## config.mk

```make
export PLATFORM = sky130hd
export DESIGN_NAME = fib_host
export DESIGN_NICKNAME = d
export VERILOG_FILES = /design/src/rtl/fib_host_pkg.sv /design/src/rtl/fib_timer.sv /design/src/rtl/fib_host.sv
export SDC_FILE = /design/constraint.sdc
export NUM_CORES = 1
export LEC_CHECK = 0
export CORE_MARGIN = 3
export CORE_UTILIZATION = 45
export DETAILED_ROUTE_END_ITERATION = 8
export GPL_TIMING_DRIVEN = 0
export PLACE_DENSITY_LB_ADDON = 0.2
export SYNTH_ARGS = -nofsm -noshare
export SYNTH_HDL_FRONTEND = slang
export SYNTH_SLANG_ARGS = --single-unit
```

## constraint.sdc

```tcl
create_clock -name clk -period 3.6 [get_ports clk]
set_input_delay 0.72 -clock clk [delete_from_list [all_inputs] [get_ports clk]]
set_output_delay 0.72 -clock clk [all_outputs]
set_load 0.05 [all_outputs]
```

## src/rtl/fib_host_pkg.sv

```systemverilog
// Shared constants and FSM state encoding for the Fibonacci core host.
package fib_host_pkg;
  localparam int DEF_DATA_WIDTH = 32;
  localparam int CNT_WIDTH      = 16;
  localparam logic [CNT_WIDTH-1:0] CNT_MAX = '1;

  typedef enum logic [1:0] {
    ST_IDLE = 2'd0,
    ST_RUN  = 2'd1,
    ST_RESP = 2'd2
  } state_t;
endpackage

```

## src/rtl/fib_timer.sv

```systemverilog
// Job watchdog: down-counter loaded at job start, terminal count flagged by zero.
module fib_timer #(
  parameter int WIDTH = 32
) (
  input  logic             clk,
  input  logic             rst_n,
  input  logic             load,
  input  logic [WIDTH-1:0] load_val,
  input  logic             dec,
  output logic             zero
);
  logic [WIDTH-1:0] count;

  always_ff @(posedge clk or negedge rst_n) begin
    if (!rst_n) begin
      count <= '0;
    end else if (load) begin
      count <= load_val;
    end else if (dec && (count != '0)) begin
      count <= count - WIDTH'(1);
    end
  end

  assign zero = (count == '0);
endmodule

```

## src/rtl/fib_host.sv

```systemverilog
// Request/response wrapper around a Fibonacci core: holds the core in reset
// between jobs, captures its single write, and reports a timeout if none arrives.
//
// state   | meaning
// IDLE    | ready for a request, core held in reset
// RUN     | core released, waiting for its write or the timer to expire
// RESP    | response presented, core back in reset
module fib_host
  import fib_host_pkg::*;
#(
  parameter int DATA_WIDTH = DEF_DATA_WIDTH,
  parameter int TIMEOUT    = 1000
) (
  input  logic                  clk,
  input  logic                  rst_n,
  input  logic                  req_valid,
  output logic                  req_ready,
  input  logic [DATA_WIDTH-1:0] req_n,
  output logic                  rsp_valid,
  input  logic                  rsp_ready,
  output logic [DATA_WIDTH-1:0] rsp_data,
  output logic [DATA_WIDTH-1:0] rsp_addr,
  output logic                  rsp_timeout,
  output logic                  fib_rst,
  output logic [DATA_WIDTH-1:0] fib_data_i,
  input  logic [DATA_WIDTH-1:0] fib_addr,
  input  logic [DATA_WIDTH-1:0] fib_data_o,
  input  logic                  fib_wen,
  output logic [CNT_WIDTH-1:0]  done_count,
  output logic [CNT_WIDTH-1:0]  timeout_count
);
  state_t state, state_nx;
  logic   accept, capture, expire, rsp_hs;
  logic   timer_zero;

  assign accept  = req_valid && req_ready;
  assign capture = (state == ST_RUN) && fib_wen;
  // A write arriving on the terminal-count cycle still counts as a result.
  assign expire  = (state == ST_RUN) && !fib_wen && timer_zero;
  assign rsp_hs  = rsp_valid && rsp_ready;

  fib_timer #(.WIDTH(DATA_WIDTH)) u_timer (
    .clk      (clk),
    .rst_n    (rst_n),
    .load     (accept),
    .load_val (DATA_WIDTH'(TIMEOUT)),
    .dec      ((state == ST_RUN) && !fib_wen),
    .zero     (timer_zero)
  );

  always_ff @(posedge clk or negedge rst_n) begin
    if (!rst_n) state <= ST_IDLE;
    else        state <= state_nx;
  end

  always_comb begin
    state_nx  = state;
    req_ready = 1'b0;
    rsp_valid = 1'b0;
    fib_rst   = 1'b1;
    case (state)
      ST_IDLE: begin
        req_ready = 1'b1;
        if (req_valid) state_nx = ST_RUN;
      end
      ST_RUN: begin
        fib_rst = 1'b0;
        if (capture || expire) state_nx = ST_RESP;
      end
      ST_RESP: begin
        rsp_valid = 1'b1;
        if (rsp_ready) state_nx = ST_IDLE;
      end
      default: state_nx = ST_IDLE;
    endcase
  end

  always_ff @(posedge clk or negedge rst_n) begin
    if (!rst_n) begin
      fib_data_i    <= '0;
      rsp_data      <= '0;
      rsp_addr      <= '0;
      rsp_timeout   <= 1'b0;
      done_count    <= '0;
      timeout_count <= '0;
    end else begin
      if (accept) fib_data_i <= req_n;
      if (capture) begin
        rsp_data    <= fib_data_o;
        rsp_addr    <= fib_addr;
        rsp_timeout <= 1'b0;
      end else if (expire) begin
        rsp_data    <= '0;
        rsp_addr    <= '0;
        rsp_timeout <= 1'b1;
      end
      if (rsp_hs) begin
        if (rsp_timeout) begin
          if (timeout_count != CNT_MAX) timeout_count <= timeout_count + CNT_WIDTH'(1);
        end else begin
          if (done_count != CNT_MAX) done_count <= done_count + CNT_WIDTH'(1);
        end
      end
    end
  end
endmodule

```

# Word-level counts from Yosys, hierarchy flattened
# Cells that the tools add are included.
# classes
add_sub_neg,3
n_eq_ne,7
n_mux,14
n_bitwise,1
n_reduce_logical,16
# op_table
operator,count
$mux 32,5
$add 16x1->16 const B,2
$logic_not 32->1,1
$ne 16x16->1 const B,2
$reduce_bool 32->1,1
$sub 32x1->32 const B,1
$reduce_and 3->1,3
$logic_and 1x1->1,6
$mux 2,3
$pmux 2 s3,1
$mux 1,5
$ne 2x2->1 const B,2
$reduce_bool 2->1,2
$eq 2x1->1 const B,1
$eq 2x2->1 const B,1
$logic_not 2->1,1
$ne 2x1->1 const B,1
$logic_not 1->1,1
$logic_or 1x1->1,1
$not 1->1,1
# totals
ff_bits,163
input_bits,101
out_inout_bits,132
word_cells,49

# Depth between registers and ports, before layout
# Gate-level depths: netlist of the first run.
# logic_depth
depth_word,6
depth_mapped,9
ltp_nobuf,7

# By module
# A second synthesis of the first run with hierarchy kept.
# unflattened
hier_cells,612
hier_area_um2,7284.5
# modules_own_cells
mod,n_inst,cells_each,area_each_um2
fib_host,1,378,5217.5
fib_timer,1,234,2067.0

# Worst setup path after synthesis of the first run
# Ideal clock, no wire load.
# synth_timing
path_kind,register to register
from,register u_timer.count[12]
to,register rsp_addr[0]
t_arrival_ns,2.426
t_required_ns,3.479
setup_slack_ns,1.053
stages_incl_launch_ff,9
cell_sequence,dfrtp_1 > or4_4 > or4_1 > buf_2 > nor3_4 > o21ai_1 > buf_4 > buf_6 > a22o_1
# synth_via
elab_chain_cells,3
# synth_lines
item,line,text
"start, declared",fib_timer.sv:12,logic [WIDTH-1:0] count;
"start signal, assigned",fib_timer.sv:18,count <= load_val;
"start signal, assigned",fib_timer.sv:20,count <= count - WIDTH'(1);
$logic_not 32->1,fib_timer.sv:24,assign zero = (count == '0);
$logic_and 1x1->1,fib_host.sv:39,assign expire = (state == ST_RUN) && !fib_wen && timer_zero;
$reduce_bool 2->1 (no line),n/a,
"end signal, assigned",fib_host.sv:90,rsp_addr <= fib_addr;
"end, declared",fib_host.sv:22,"output logic [DATA_WIDTH-1:0] rsp_addr,"
# Every way passes these cells.
# A chain may end at the register's enable or synchronous reset.

# Worst setup path after layout of the first run
# layout_timing
from,register u_timer.count[12]
to,register rsp_addr[25]
# Same word-level chain as after synthesis.

==> impl_results.md, run 1 <==
- Final net count: approximately 960
- Routed WL: around 18 mm
- Total CTS buffers: 17
- Switching share of power: 43.4%
- Post-CTS Setup Repair Bufs: 0
- Placer Congestion: between 0.8 and 0.9
- Comb power frac: 48.3%
- CTS tree: yes
- Setup crit start kind: register
- Upper clock frequency limit: 348 MHz
- Antenna violations before repair: 0
- Final HPWL DP: ~13 mm
- Final design area excluding fillers: between 9000 and 10,000 um^2
- Crit Reg-Reg Startpoint: u_timer.count[12]
- Most frequent cells in the layout: clkdlybuf4s50_1 (231), dfrtp_1 (163), nand2_1 (132), a22o_1 (64), nor2_1 (25)
- Deepest clock path buffer count: 2
- I/O pins: about 230
- Max Cap Viol: 0
- Peak supply drop: approximately 700 uV
- Gate Count Post-Synth: 602
- Worst-path cell chain: or4_4, or4_1, buf_2, nor3_4, o21ai_1, buf_4, buf_6, a22o_1
- Critical path depth in cells: 8
- CTS Root Cell: clkbuf_16
- Crit path launch: u_timer.count[12]
- Clock Pin Slew Worst Setup and Hold Paths: approximately 0.06 ns
- Worst skew pair latency: roughly 0.42 ns
- Hold Worst Slack: 0.248 ns
- P_sw: 3990 uW
- Die Wd: ~130 um
- Slew HR: a little over a third
- Share of the synthesized area in the top cell type: ~60%
- Rows: 44
- Fin. max-slew vios: 0
- Worst R2R Path Depth: 8
- # DRC: 0
- Fin crit share: 79.8%
- Dominant cell type by area after synthesis: dfrtp_1
- Routed vias/inst: ~5.3
- Post-synth top flop: dfrtp_1
- R2r setup slk: 0.73 ns
- 1st-iter DRT viols: between 300 and 400
- Post-DP Area: between 9000 and 10,000 um^2
- Area growth syn-to-layout: 47.8%
- Register area share after synthesis: between 60% and 70%
- Slew @ Worst Pin: ~0.95 ns
- CTS H-tree lvls: 4
- CORE AREA: 14,600 um^2
- Post-Syn Area: 6740 um^2
- Worst path required time: 3.90 ns
- Die Ht: about 130 um
- Vias in the first global route: roughly 5,600
- Largest cells by area after synthesis: dfrtp_1 (61%), a22o_1 (8.3%), nand2_1 (7.4%), xnor2_1 (3.1%), mux2i_1 (1.9%)
- Crit. End Element: register
- Post-CTS sizing: 0
- Seq pwr share: between 30 and 40%
- Fin crit period: 2.87 ns
- Leak: 0.00448 uW
- Power per cell area: roughly 920 nW/um^2
- CTS hold repair buffers: 0
- RSZ-0062 raised after global routing: no
- Biggest cell delay along the critical path: 0.58 ns
- Starting density of the core: a little under half
- Setup TNS: 0 ns
- Post-DRT Antenna Nets: 0
- Syn_nets: between 700 and 800
- Final Hold Viols: 0
- Most common cell after layout, fill and taps aside: clkdlybuf4s50_1
- Number of synthesized register bits: around 160
- Pre-antenna DRT Iters: 4
- Crit Reg-Reg Endpoint: rsp_addr[25]
- Largest net degree at the start of global routing: around 110
- Crit-path leading delay family: simple AND/OR/NAND/NOR gates
- Final clock skew: approximately 0.0086 ns
- Clock sinks: about 160
- Fraction of layout cells with a size suffix above 1: between 5 and 6%
- Die ar.: ~16,000 um^2
- Crit Path Class: reg2reg
- Yosys cell types: between 40 and 50
- Cell Int Power: roughly 5200 uW
- CP Buf/Inv Count: 3
- Arrival time worst endpoint: approximately 3.2 ns
- Slowest-stage cell, CP: or4_4
- Via count: 5,586
- GRT Util Overall: 22.1%
- Syn Area/Cell: approximately 11 um^2
- Clock power frac: a little over a fifth
- Avg WL per Cell: 17.1 um
- Min-delay worst type: in2async
- Status: finished clean
- Post-synth EDFFs: 0
- Asr flop ratio synth: 100%
- First-pass GRT wire length: slightly below 30 mm
- Number of I/O port buffers: ~230
- Max FO, Critical Path: 10
- CP endpoint: rsp_addr[25]
- Diodes inserted: 0
- Final setup fails: 0
- GR Overflow Total: 0
- Filler instances: approximately 1,100
- Syn. warnings: 0
## cells by family after synthesis
family | synth area share [%]
multiplexers | 2.43
adder cells (fa/ha/maj) | 0.557
buffers and inverters | 2.51
flip-flops | 60.5
AND/OR/NAND/NOR | 17.6
AO/OA/AOI/OAI | 12.2
XOR/XNOR | 4.16
## synth_stat cells, types with 4 or more instances
library cell	count
a21oi_1	7
dfrtp_1	163
nor3_1	18
xnor2_1	24
o21ai_0	5
buf_6	5
and2_1	4
clkbuf_1	18
nor4_1	7
nand2_1	132
nor2_1	25
or4_1	6
nand3_1	19
xor2_1	8
inv_1	4
mux2i_1	13
or3_1	5
a22o_1	64
o211ai_1	5
o31ai_1	8
nand2b_1	5
nand4_1	10
and4_1	4
and3_1	6
## state kept, by name, indices dropped and copies added (netlist names)
register	count
fib_data_i	32
rsp_addr	32
rsp_data	32
u_timer.count	32
done_count	16
timeout_count	16
state	2
rsp_timeout	1
## how the worst min path moves through the flow
| stage | from | endpoint | slack (ns) | cells past startpoint |
|---|---|---|---|---|
| after global routing | rst_n | done_count[13] | 0.28 | 1 |
| after global placement | fib_data_i[8] | fib_data_i[8] | 0.46 | 2 |
| final | rst_n | done_count[11] | 0.25 | 1 |
| after detailed placement | fib_data_i[17] | fib_data_i[17] | 0.46 | 2 |
| after CTS | rst_n | done_count[10] | 0.27 | 1 |
| after floorplan | rst_n | done_count[0] | 0.42 | 0 |
## cell type report
type                    instances  area, um^2  area share [%]
flip-flops and latches        163        4080            40.9
multi-input cells             406        2490            25.0
repair buffers                233        2350            23.6
clock buffers                  22         464            4.66
well taps                     184         230            2.31
clock inverters                 9         178            1.78
plain buffers                  29         154            1.54
inverters                       4        15.0           0.151
## routing by layer
layer / up-vias / track usage [%] / part of all wire [%]
met5: - / 0 / 0
met4: 0 / 6.74 / 1.6
met3: 20 / 7.56 / 8.1
met2: 199 / 35.2 / 49
met1: 2722 / 28.8 / 42
li1: 2645 / - / -
## metrics by stage
stage,util (%),setup slack [ns],cells,power (uW)
final,68.3,0.729,1050,9180
after global routing,68.3,0.513,1050,9600
after CTS,68.3,0.725,1050,9250
after detailed placement,63.9,0.340,1019,7240
after global placement,63.7,-4.53,1018,7170
after floorplan,-,1.05,602,5610
## power groups by stage
stage          combinational, uW  sequential, uW  clock (uW)
3_3_place_gp                4390            2780           0
2_1_floorplan                960            4650           0
4_1_cts                     4470            2780        2000
5_1_grt                     4660            2860        2090
3_5_place_dp                4440            2800           0
6_report                    4430            2790        1960
Note: power is estimated with default switching activity, not from simulation.
==> inputs of run 2 (changes only) <==
CORE_UTILIZATION = 41   (was 45)
clock period = 2.6 ns   (was 3.6 ns; I/O delays follow)
==> impl_results.md, run 2 (synthesis gave the netlist of run 1 again) <==
- Slew @ Worst Pin: 0.668 ns
- Avg WL per Cell: between 15 and 20 um
- Clock sinks: around 160
- Slew HR: between 50% and 60%
- Setup TNS: 0 ns
- Worst-path cell chain: or4_4, or4_4, buf_6, nor3_4, o21ai_2, buf_6, buf_8, a22o_1
- Crit Reg-Reg Endpoint: rsp_addr[5]
- Diodes inserted: 0
- Setup crit start kind: register
- P_sw: approximately 5600 uW
- Final setup fails: 0
- Routed WL: 18.5 mm
- 1st-iter DRT viols: between 200 and 300
- Fin. max-slew vios: 0
- Hold Worst Slack: 0.0882 ns
- Number of I/O port buffers: ~230
- RSZ-0062 raised after global routing: yes
- Fraction of layout cells with a size suffix above 1: between 7 and 8%
- CTS Root Cell: clkbuf_16
- Post-route insts no fill: around 1,100
- Upper clock frequency limit: ~390 MHz
- CP endpoint: rsp_addr[5]
- Die Wd: ~130 um
- Max Cap Viol: 0
- CTS hold repair buffers: 0
- Slowest-stage cell, CP: or4_4
- Cell Int Power: between 6000 and 7000 uW
- Clock power frac: between 10% and 20%
- Comb power frac: slightly below 50%
- R2r setup slk: between 0.04 and 0.05 ns
- Die ar.: roughly 18,000 um^2
- CORE AREA: 16,000 um^2
- Vias in the first global route: between 5,000 and 6,000
- Switching share of power: between 40 and 50%
- Area growth syn-to-layout: 49.0%
- I/O pins: ~230
- CTS tree: yes
- # DRC: 0
- Crit path launch: u_timer.count[13]
- Post-DRT Antenna Nets: 0
- Arrival time worst endpoint: approximately 2.9 ns
- Routed vias/inst: 5.19
- Biggest cell delay along the critical path: 0.54 ns
- First-pass GRT wire length: ~30 mm
- Crit Reg-Reg Startpoint: u_timer.count[13]
- Antenna violations before repair: 0
- Worst skew pair latency: 0.42 ns
- Most frequent cells in the layout: clkdlybuf4s50_1 (231), dfrtp_1 (162), nand2_1 (132), a22o_1 (64), nor2_1 (25)
- Most common cell after layout, fill and taps aside: clkdlybuf4s50_1
- Worst R2R Path Depth: 8
- Peak supply drop: 745 uV
- Worst path required time: just under 3 ns
- Status: finished clean
- Die Ht: 134 um
- Final clock skew: between 0.007 and 0.008 ns
- Min-delay worst type: in2async
- Clock Pin Slew Worst Setup and Hold Paths: 0.06 ns
- Pre-antenna DRT Iters: 4
- Starting density of the core: a little over two fifths
- Final Hold Viols: 0
- Final net count: roughly 970
- Via count: 5,657
- Fin crit share: ~100%
- DP Cell Count: between 1,000 and 1,500
- Crit. End Element: register
- Rows: 46
- Power per cell area: ~1200 nW/um^2
- CTS H-tree lvls: 4
- Max FO, Critical Path: 10
- Leak: about 0.0045 uW
- Crit Path Class: reg2reg
- Seq pwr share: between 30 and 40%
- Fin crit period: approximately 2.6 ns
- Power after layout: approximately 12,000 uW
- Placer Congestion: 0.819
- Final HPWL DP: between 10 and 15 mm
- Deepest clock path buffer count: 2
- Total CTS buffers: 17
- Largest net degree at the start of global routing: 96
- GR Overflow Total: 0
- GRT Util Overall: 20.4%
run 2: timing repair:
| item | 4_1_cts | 5_1_grt |
|---|---|---|
| setup buffers | 2 | 5 |
| resized for setup | 5 | 12 |
| pin swaps | 1 | 2 |
| cloned | 0 | 1 |
| setup endpoints to repair | 81 | 73 |
run 2: layout make-up:
cell class	count	area [um^2]
Inverter	4	15.0
Sequential cell	163	4080
Multi-Input combinational cell	406	2520
Timing Repair Buffer	241	2410
Tap cell	216	270
Buffer	29	174
Clock inverter	12	130
Clock buffer	19	443
Fill cell	1284	5960
run 2: worst min-delay path by stage:
stage                              start              to  slack, ns  depth (start not counted)
final                              rst_n  done_count[11]       0.09                          1
after global routing               rst_n  done_count[11]       0.13                          1
after CTS                          rst_n  done_count[11]       0.12                          1
after detailed placement   fib_data_i[0]   fib_data_i[0]       0.46                          2
after global placement    fib_data_i[14]  fib_data_i[14]       0.46                          2
after floorplan                    rst_n   done_count[0]       0.22                          0
run 2: power groups by stage:
stage	combinational [uW]	clock (uW)	sequential (uW)
2_1_floorplan	1330	0	6440
3_3_place_gp	6080	0	3840
3_5_place_dp	6180	0	3880
4_1_cts	6210	2500	3850
5_1_grt	6470	2610	3950
6_report	6180	2440	3850
run 2: through the flow:
| step | setup WS [ns] | util [%] | instance area [um^2] |
|---|---|---|---|
| after global routing | -0.0442 | 62.8 | 10000 |
| final | 0.0426 | 62.8 | 10000 |
| after floorplan | 0.0531 | - | 6740 |
| after global placement | -5.36 | 58.3 | 9330 |
| after CTS | 0.0173 | 62.3 | 9970 |
| after detailed placement | -0.486 | 58.5 | 9360 |
run 2: critical path: cells and delay by family (launching register included):
family,cells,cell delay [ns]
compound gates,2,0.30
simple gates,3,1.28
flops,1,0.41
buf+inv,3,0.44
run 2: layer usage:
metal / GRT usage, % / vias to the layer above / part of all wire [%]
met4: 7.13 / 0 / 2.3
met3: 6.19 / 27 / 7.1
met2: 33.2 / 181 / 49
met1: 26.2 / 2786 / 42
met5: 0 / - / 0
li1: - / 2663 / -
==> inputs of run 3 (changes only) <==
CORE_UTILIZATION = 45   (was 41)
clock period = 2.89 ns   (was 2.6 ns; I/O delays follow)
==> impl_results.md, run 3 (synthesis gave the netlist of run 1 again) <==
- Status: finished clean
- First-pass GRT wire length: ~29 mm
- R2r setup slk: between 0.15 and 0.2 ns
- Clock sinks: roughly 160
- Filler instances: 1,068
- Min-delay worst type: in2async
- Most frequent cells in the layout: clkdlybuf4s50_1 (231), dfrtp_1 (163), nand2_1 (132), a22o_1 (64), nor2_1 (25)
- CTS tree: yes
- Antenna violations before repair: 0
- Seq pwr share: 30.3%
- Leak: 0.00449 uW
- Most common cell after layout, fill and taps aside: clkdlybuf4s50_1
- Area growth syn-to-layout: 48.1%
- Clock Pin Slew Worst Setup and Hold Paths: 0.06 ns
- Vias in the first global route: about 5,600
- Rows: between 40 and 50
- Deepest clock path buffer count: 2
- CTS Root Cell: clkbuf_16
- Max FO, Critical Path: 10
- Switching share of power: 43.4%
- Final setup fails: 0
- Arrival time worst endpoint: ~3.0 ns
- Setup crit start kind: register
- Slew HR: 36.7%
- Starting density of the core: ~46%
- Crit. End Element: register
- GRT Util Overall: 22.1%
- Total CTS buffers: 17
- Fin. max-slew vios: 0
- Worst skew pair latency: 0.42 ns
- # DRC: 0
- Final clock skew: 0.00923 ns
- Post-DRT Antenna Nets: 0
- Final HPWL DP: 13.2 mm
- Die ar.: roughly 16,000 um^2
- I/O pins: roughly 230
- Routed vias/inst: approximately 5.3
- Final Hold Viols: 0
- Cell Int Power: 6470 uW
- Pre-antenna DRT Iters: 6
- DP Worst Slack: -0.228 ns
- Diodes inserted: 0
- CTS hold repair buffers: 0
- Crit Path Class: reg2reg
- Die Wd: around 130 um
- Avg WL per Cell: approximately 17 um
- Max Cap Viol: 0
- Fin crit period: 2.70 ns
- Clock power frac: about a fifth
- DP Cell Count: about 1,000
- Upper clock frequency limit: 370 MHz
- Routed WL: about 18 mm
- Die Ht: approximately 130 um
- Comb power frac: 48.3%
- Crit Reg-Reg Endpoint: rsp_addr[25]
- 1st-iter DRT viols: 391
- Fin crit share: between 90% and 100%
- Placer Congestion: 0.873
- P_sw: 4960 uW
- Crit Reg-Reg Startpoint: u_timer.count[12]
- Worst Slack Setup Final: 0.186 ns
- Power after layout: about 11,000 uW
- Worst R2R Path Depth: 9
- Register Area: 4080 um^2
- GR Overflow Total: 0
- Fraction of layout cells with a size suffix above 1: just under 6%
- CORE AREA: ~15,000 um^2
- Slew @ Worst Pin: between 0.9 and 1 ns
- Post-layout util: between 60% and 70%
- Power per cell area: around 1100 nW/um^2
- Peak supply drop: ~890 uV
- Final net count: between 900 and 1,000
- RSZ-0062 raised after global routing: no
- Multi-input gate area: approximately 2500 um^2
- Hold Worst Slack: around 0.11 ns
- Largest net degree at the start of global routing: 106
- Worst path required time: ~3.2 ns
- CTS H-tree lvls: 4
- Number of I/O port buffers: between 200 and 250
- Post-route insts no fill: 1,052
- Via count: ~5,600
run 3: cell count changes in the layout (fill, tap and decap cells not counted), sizes merged:
cell / previous run / this run
clkbuf: 37 / 40
inv: 7 / 4
clkinvlp: 2 / 3
clkinv: 5 / 1
bufinv: 2 / 5
buf: 21 / 15
run 3: how the worst max path moves through the flow:
stage / from / to / slack, ns
after CTS: u_timer.count[12] / rsp_addr[25] / 0.01
after global routing: u_timer.count[12] / rsp_addr[25] / 0.07
after floorplan: u_timer.count[12] / rsp_addr[0] / 0.34
after global placement: rst_n / rsp_data[3] / -5.10
after detailed placement: fib_wen / u_timer.count[30] / -0.23
final: u_timer.count[12] / rsp_addr[25] / 0.19
run 3: worst max-delay path: stages, from the launching register on:
cell,delay (ns)
dfrtp_1,0.41
or4_4,0.58
or4_1,0.47
buf_2,0.17
nor3_4,0.11
buf_4,0.19
o21ai_1,0.09
buf_4,0.21
buf_6,0.15
a22o_1,0.19
run 3: cell type report:
cell class	count	area share, %
clock inverters	9	1.78
multi-input cells	406	25.0
clock buffers	22	4.65
flip-flops and latches	163	40.9
plain buffers	29	1.54
well taps	184	2.31
inverters	4	0.150
repair buffers	235	23.7
run 3: per-stage QoR:
step / cell area [um^2] / TNS (ns)
final: 9980 / 0
after CTS: 9960 / 0
after global placement: 9290 / -829.10
after floorplan: 6740 / 0
after global routing: 9980 / 0
after detailed placement: 9320 / -0.838
run 3: routing by layer:
metal,GRT usage [%],routed length [um],part of all wire [%],up-vias
met4,6.74,277,1.5,0
met3,7.56,1520,8.5,19
li1,-,-,-,2652
met2,35.2,8870,49,195
met1,28.8,7320,41,2734
met5,0,0,0,-
run 3: what timing repair did:
action / 4_1_cts / 5_1_grt
buffers inserted: 0 / 2
endpoints found under the hold margin: 0 / 0
setup endpoints to repair: 0 / 62
gates resized for setup: 0 / 1
run 3: power by group through the flow:
stage               logic [uW]  registers [uW]  clock network (uW)
finish                    5520            3470                2440
global route              5800            3560                2600
CTS                       5570            3470                2490
detailed placement        5530            3480                   0
global placement          5470            3460                   0
floorplan                 1200            5790                   0
